[src/rtl/serial_add_sub.sv]
// rtl/serial_add_sub.sv - bit-serial N-bit adder/subtractor, LSB first, one full-adder slice
module serial_add_sub #(
    parameter int N = 8
) (
    input  logic         clk,
    input  logic         rst,
    input  logic         start,
    input  logic         sub,
    input  logic [N-1:0] a,
    input  logic [N-1:0] b,
    output logic         busy,
    output logic         done,
    output logic [N-1:0] s,
    output logic         c,
    output logic         v
);
    localparam int CW = $clog2(N);

    typedef enum logic [1:0] {
        S_IDLE,
        S_RUN,
        S_DONE
    } state_t;

    state_t        state;
    state_t        state_next;
    logic [N-1:0]  a_sr;
    logic [N-1:0]  b_sr;
    logic [N-2:0]  r_sr;
    logic [N-1:0]  r_full;
    logic          carry;
    logic [CW-1:0] cnt;
    logic          fa_sum;
    logic          fa_cout;
    logic          last_bit;
    logic          accept;

    assign fa_sum   = a_sr[0] ^ b_sr[0] ^ carry;
    assign fa_cout  = (a_sr[0] & b_sr[0]) | (carry & (a_sr[0] ^ b_sr[0]));
    assign last_bit = (cnt == CW'(N - 1));
    assign accept   = start && ((state == S_IDLE) || (state == S_DONE));
    // After N-1 shifts r_sr holds the low result bits; the current sum bit completes the word.
    assign r_full   = {fa_sum, r_sr};

    assign busy = (state == S_RUN);
    assign done = (state == S_DONE);

    always_ff @(posedge clk) begin
        if (rst) begin
            state <= S_IDLE;
        end else begin
            state <= state_next;
        end
    end

    always_comb begin
        state_next = state;
        case (state)
            S_IDLE: if (start) state_next = S_RUN;
            S_RUN:  if (last_bit) state_next = S_DONE;
            S_DONE: state_next = start ? S_RUN : S_IDLE;
            default: state_next = S_IDLE;
        endcase
    end

    always_ff @(posedge clk) begin
        if (rst) begin
            a_sr  <= '0;
            b_sr  <= '0;
            r_sr  <= '0;
            carry <= 1'b0;
            cnt   <= '0;
            s     <= '0;
            c     <= 1'b0;
            v     <= 1'b0;
        end else if (accept) begin
            // Subtract is a + ~b + 1; the +1 enters through the initial carry.
            a_sr  <= a;
            b_sr  <= sub ? ~b : b;
            carry <= sub;
            cnt   <= '0;
        end else if (state == S_RUN) begin
            a_sr  <= a_sr >> 1;
            b_sr  <= b_sr >> 1;
            r_sr  <= r_full[N-1:1];
            carry <= fa_cout;
            cnt   <= cnt + CW'(1);
            if (last_bit) begin
                s <= r_full;
                c <= fa_cout;
                v <= carry ^ fa_cout;
            end
        end
    end
endmodule
[config.mk]
export PLATFORM = sky130hd
export DESIGN_NAME = serial_add_sub
export DESIGN_NICKNAME = d
export VERILOG_FILES = /design/src/rtl/serial_add_sub.sv
export SDC_FILE = /design/constraint.sdc
export NUM_CORES = 1
export LEC_CHECK = 0
export CORE_AREA = 3 3 73 75
export DETAILED_ROUTE_END_ITERATION = 8
export DIE_AREA = 0 0 76 78
export PLACE_DENSITY_LB_ADDON = 0.05
export SYNTH_ARGS = -nofsm -noshare
export SYNTH_HDL_FRONTEND = slang
export SYNTH_SLANG_ARGS = --single-unit
export TNS_END_PERCENT = 30
[constraint.sdc]
create_clock -name clk -period 1.8 [get_ports clk]
set_clock_uncertainty 0.2 [all_clocks]
set_input_delay 0.54 -clock clk [delete_from_list [all_inputs] [get_ports clk]]
set_output_delay 0.54 -clock clk [all_outputs]
set_load 0.005 [all_outputs]
# --- Word-level counts from Yosys, hierarchy flattened ---
# Cells that the tools add are included.
totals:
  wordCells: 42
  reg_bits: 39
classes:
  reduce_logical: 8
  bitwise_logic: 8
  n_eq_ne: 5
  mux: 11
  add_sub_neg: 1
op_table:
  columns: ["op", "n"]
  rows:
  - ["two-way mux 8 bit", 5]
  - ["NOT 8 bit", 1]
  - ["case mux 2 bit (3 select lines)", 1]
  - ["two-way mux 2 bit", 2]
  - ["AND reduction 2 bit", 2]
  - ["adder 3 x 1 -> 3 bit (second input constant)", 1]
  - ["equality test 3 bit (second input constant)", 1]
  - ["two-way mux 1 bit", 3]
  - ["AND reduction 3 bit", 1]
  - ["bitwise XOR 1 bit", 3]
  - ["AND 1 bit", 2]
  - ["equality test 2 x 1 -> 1 bit (second input constant)", 1]
  - ["equality test 2 bit (second input constant)", 1]
  - ["zero test 2 bit", 1]
  - ["!= test 2 x 1 -> 1 bit (second input constant)", 1]
  - ["!= test 2 bit (second input constant)", 1]
  - ["nonzero test 2 bit", 1]
  - ["OR reduction 2 bit", 1]
  - ["logical AND 1 bit", 1]
  - ["logical OR 1 bit", 1]
  - ["NOT 1 bit", 1]
  - ["OR 1 bit", 1]

# --- Logic depth before layout (Yosys ltp) ---
depth:
  depth_word: 5
  ltp_mapped: 6
  ltp_nobuf: 5

# --- Worst setup path before layout ---
# OpenSTA, ideal clock, no wires.
synth_path:
  kind: "register to output"
  start: "reg state[1]"
  end: "out busy"
  t_arrival_ps: 756
  path_buffers: 2
  stages_incl_launch_ff: 5
  path_slack_ps: 304
  required_ps: 1060
  path_cell_list: "dfxtp_1 nand2b_1 buf_6 inv_8 buf_6"
synth_between:
  elab_chain_len: 1
synth_lines:
  columns: ["item", "line_no", "source"]
  rows:
  - ["start: declaration", "25", "state_t state;"]
  - ["start signal: assignment", "52", "state <= state_next;"]
  - ["equality test 2 x 1 -> 1 bit", "45", "assign busy = (state == S_RUN);"]
  - ["end: declaration", "11", "output logic busy,"]
# Every way passes these cells.

# --- Final worst setup path ---
# Same ends and word-level chain as after synthesis.

==> impl_metrics.py <==
metrics = {
    "clocking": {
        "root_buffer": "clkbuf_8",
        "clockBufferDepth": 2,
        "cts_tree": "yes",
        "cts_buffers": 5,
        "clkSinkCount": 39,
        "cts_htree_levels": 2,
        "postCtsSetupBuffers": 0,
        "clk_pin_slew_ns": 0.07,
        "clkLatencyLatePin_ns": 0.28,
        "cts_hold_buffers": 0,
    },
    "detailed_routing": {
        "top_layer": "met4",
        "drc": 0,
        "wl_met2_um": 1741,
        "ant_nets": 0,
        "avgViaCountPerCell": 4.770,
        "wire_per_inst_um": 12.10,
        "vias": 1388,
        "wl_um": 3521,
        "dr_wl_met3_um": 192,
        "drt_pass1_iterations": 4,
        "m1WireLength_um": 1543,
        "drtIter0Drc": 53,
    },
    "placement": {
        "hpwlAfterDp_um": 2384,
        "place.gp.congestion": 0.7024,
        "dp.cells": 283,
        "io_buffers": 31,
    },
    "yosys": {
        "avgSynthCellArea_um2": 8.725,
        "async_flop_share_pct": 0,
        "synth_enable_flop_cells": 0,
        "ys.flop_type": "dfxtp_1",
        "yosysTopAreaCellShare_pct": 47.85,
        "synth_top_cell_by_area": "dfxtp_1",
        "yosysWarnings": 0,
        "synth_seq_area_share_pct": 47.85,
        "synthCells": 187,
        "syn-cell-area_um2": 1632,
        "synth-seq-cells": 39,
        "syn_nets": 210,
        "ys_types": 28,
        "ys_top_cells_by_area": "dfxtp_1 48%, nand2_1 9.9%, a21oi_1 7.4%, xor2_1 4.3%, a22oi_1 3.2%",
    },
    "layout": {
        "multiInputGateArea_um2": 748.2,
        "layout_commonest_cell": "nand2_1",
        "antenna_cells": 0,
        "nets": 246,
        "ff_latch_area_um2": 785.8,
        "finish.utilization_pct": 45.48,
        "layout-drive-gt1-share_pct": 12.50,
        "area_delta_synth_final_pct": 31.67,
        "final_cell_mix": "43 x nand2_1, 35 x dfxtp_1, 24 x a21oi_1",
        "n_fill_cell": 473,
        "instances_no_fill": 291,
    },
    "worst_setup_path": {
        "setup.worst_path.start_class": "register",
        "critPathMaxFanout": 2,
        "crit_cells": 3,
        "rrSetupSlack_ns": 0.23,
        "cp.arrival_ns": 1.01,
        "critPathCapture": "busy",
        "worstPathCellList": "nand2b_4, inv_8, clkdlybuf4s15_1",
        "rr_worst_depth": 6,
        "crit_family": "flip-flops",
        "timing.rr.end": "s[5]$_SDFFE_PP0P_",
        "r2r_start": "cnt[0]$_SDFFE_PP0P_",
        "critPathRequiredTime_ns": 1.06,
        "critPathBufInv": 2,
        "max_stage_delay_ns": 0.32,
        "cpMaxStageDelayCell": "dfxtp_2",
        "setup.worst_path.start": "state[1]$_SDFFE_PP0P_",
        "cp-end-kind": "primary output",
        "path_class": "reg2out",
    },
    "outcome": {
        "run_status": "complete, no violations",
    },
    "floorplan": {
        "die-area_um2": 5928,
        "initial_core_util_pct": 34.54,
        "ios": 32,
        "die_h_um": 78,
        "core_um2": 4723,
        "die_w_um": 76,
        "row_count": 25,
    },
    "timing": {
        "min_period_ns": 1.748,
        "slew_headroom_pct": 74.40,
        "timing.fmax_mhz": 572.1,
        "worst_pin_slew_ns": 0.3829,
        "finalHoldViolCount": 0,
        "rsz0062_at_grt": "no",
        "setup_viol": 0,
        "post-route-period-util_pct": 97.12,
        "finalMaxSlewViolations": 0,
    },
    "power_and_ir_drop": {
        "vdd_drop_max_mv": 0.3588,
        "leakagePower_nw": 0.8430,
        "power_density_nw_per_um2": 844.7,
    },
    "global_routing": {
        "grt_overflow": 0,
        "grt_start_max_net_pins": 40,
        "antenna_found_initial": 0,
        "grt_pass1_wl_um": 5699,
        "grt_pass1_vias": 1223,
        "grtUsageTotal_pct": 12.10,
    },
    "worst_hold_path": {
        "hp-class": "reg2reg",
    },
    "job": {
        "cap_violations": 0,
    },
}
## tightest hold or removal path, stage by stage (launching register included)
cell     delay, ns
dfxtp_1       0.31
nand2_1       0.05
a21oi_1       0.05
## final cells by class
cell class,instances,share of cell area [%]
Sequential cell,39,36.58
Multi-Input combinational cell,132,34.83
Timing Repair Buffer,44,19.51
Clock buffer,8,4.659
Tap cell,67,3.902
Inverter,1,0.5242
## power by group
part           switching [mW]  leakage [nW]  internal [mW]
clock                   0.287        0.0515          0.350
sequential             0.0242         0.320          0.903
combinational           0.126         0.472          0.125
## cells by family after synthesis
kind of cell	Yosys count	synth area share, %
AND/OR/NAND/NOR	75	20.09
AO/OA/AOI/OAI	41	15.34
flip-flops	39	47.85
buffers and inverters	16	6.748
XOR/XNOR	10	5.368
multiplexers	3	1.841
adder cells (fa/ha/maj)	3	2.761
## per-stage QoR
step / hold WS [ns] / TNS [ns] / power [mW] / cell area (um^2) / setup slack [ns]
4_1_cts: 0.2549 / -0.06022 / 1.846 / 2150 / -0.06022
3_5_place_dp: 0.2468 / -1.395 / 1.198 / 2049 / -0.1619
5_1_grt: 0.2707 / 0 / 1.901 / 2148 / 0.004607
2_1_floorplan: 0.2321 / 0 / 1.104 / 1632 / 0.3038
6_report: 0.2512 / 0 / 1.815 / 2148 / 0.05190
3_3_place_gp: 0.2420 / -0.9964 / 1.191 / 2049 / -0.1384
## how the worst min path moves through the flow
stage	depth (start not counted)	slack [ns]	endpoint	from
3_5_place_dp	2	0.25	s[3]$_SDFFE_PP0P_	s[3]$_SDFFE_PP0P_
3_3_place_gp	2	0.24	s[2]$_SDFFE_PP0P_	s[2]$_SDFFE_PP0P_
4_1_cts	2	0.25	s[3]$_SDFFE_PP0P_	s[3]$_SDFFE_PP0P_
2_1_floorplan	2	0.23	s[0]$_SDFFE_PP0P_	r_sr[0]$_SDFFE_PP0P_
6_report	2	0.25	s[1]$_SDFFE_PP0P_	s[1]$_SDFFE_PP0P_
5_1_grt	2	0.27	s[1]$_SDFFE_PP0P_	s[1]$_SDFFE_PP0P_
## repair_timing
action | 4_1_cts | 5_1_grt
gates resized for setup | 18 | 3
hold endpoints to repair | 0 | 0
setup endpoints to repair | 12 | 3
## synthesized netlist by cell type, types with 3 or more instances
cell      number
nor2_1         8
a22oi_1        7
o22ai_1        3
nand3_1        8
xor2_1         8
a311oi_1       5
mux2i_1        3
buf_2          5
nand2_1       43
buf_6          4
a21oi_1       24
nor3_1         9
dfxtp_1       39
## layer usage
layer | track usage [%] | vias to the layer above
li1 | - | 708
met1 | 14.08 | 636
met2 | 20.30 | 38
met3 | 4.640 | 6
met4 | 4.348 | 0
met5 | 0 | -
## flip-flops by register name, indices dropped and copies added, names as in the netlist
register  cells
a_sr          8
b_sr          8
s             8
r_sr          7
cnt           3
state         2
c             1
carry         1
v             1
Note: power is estimated with default switching activity, not from simulation.
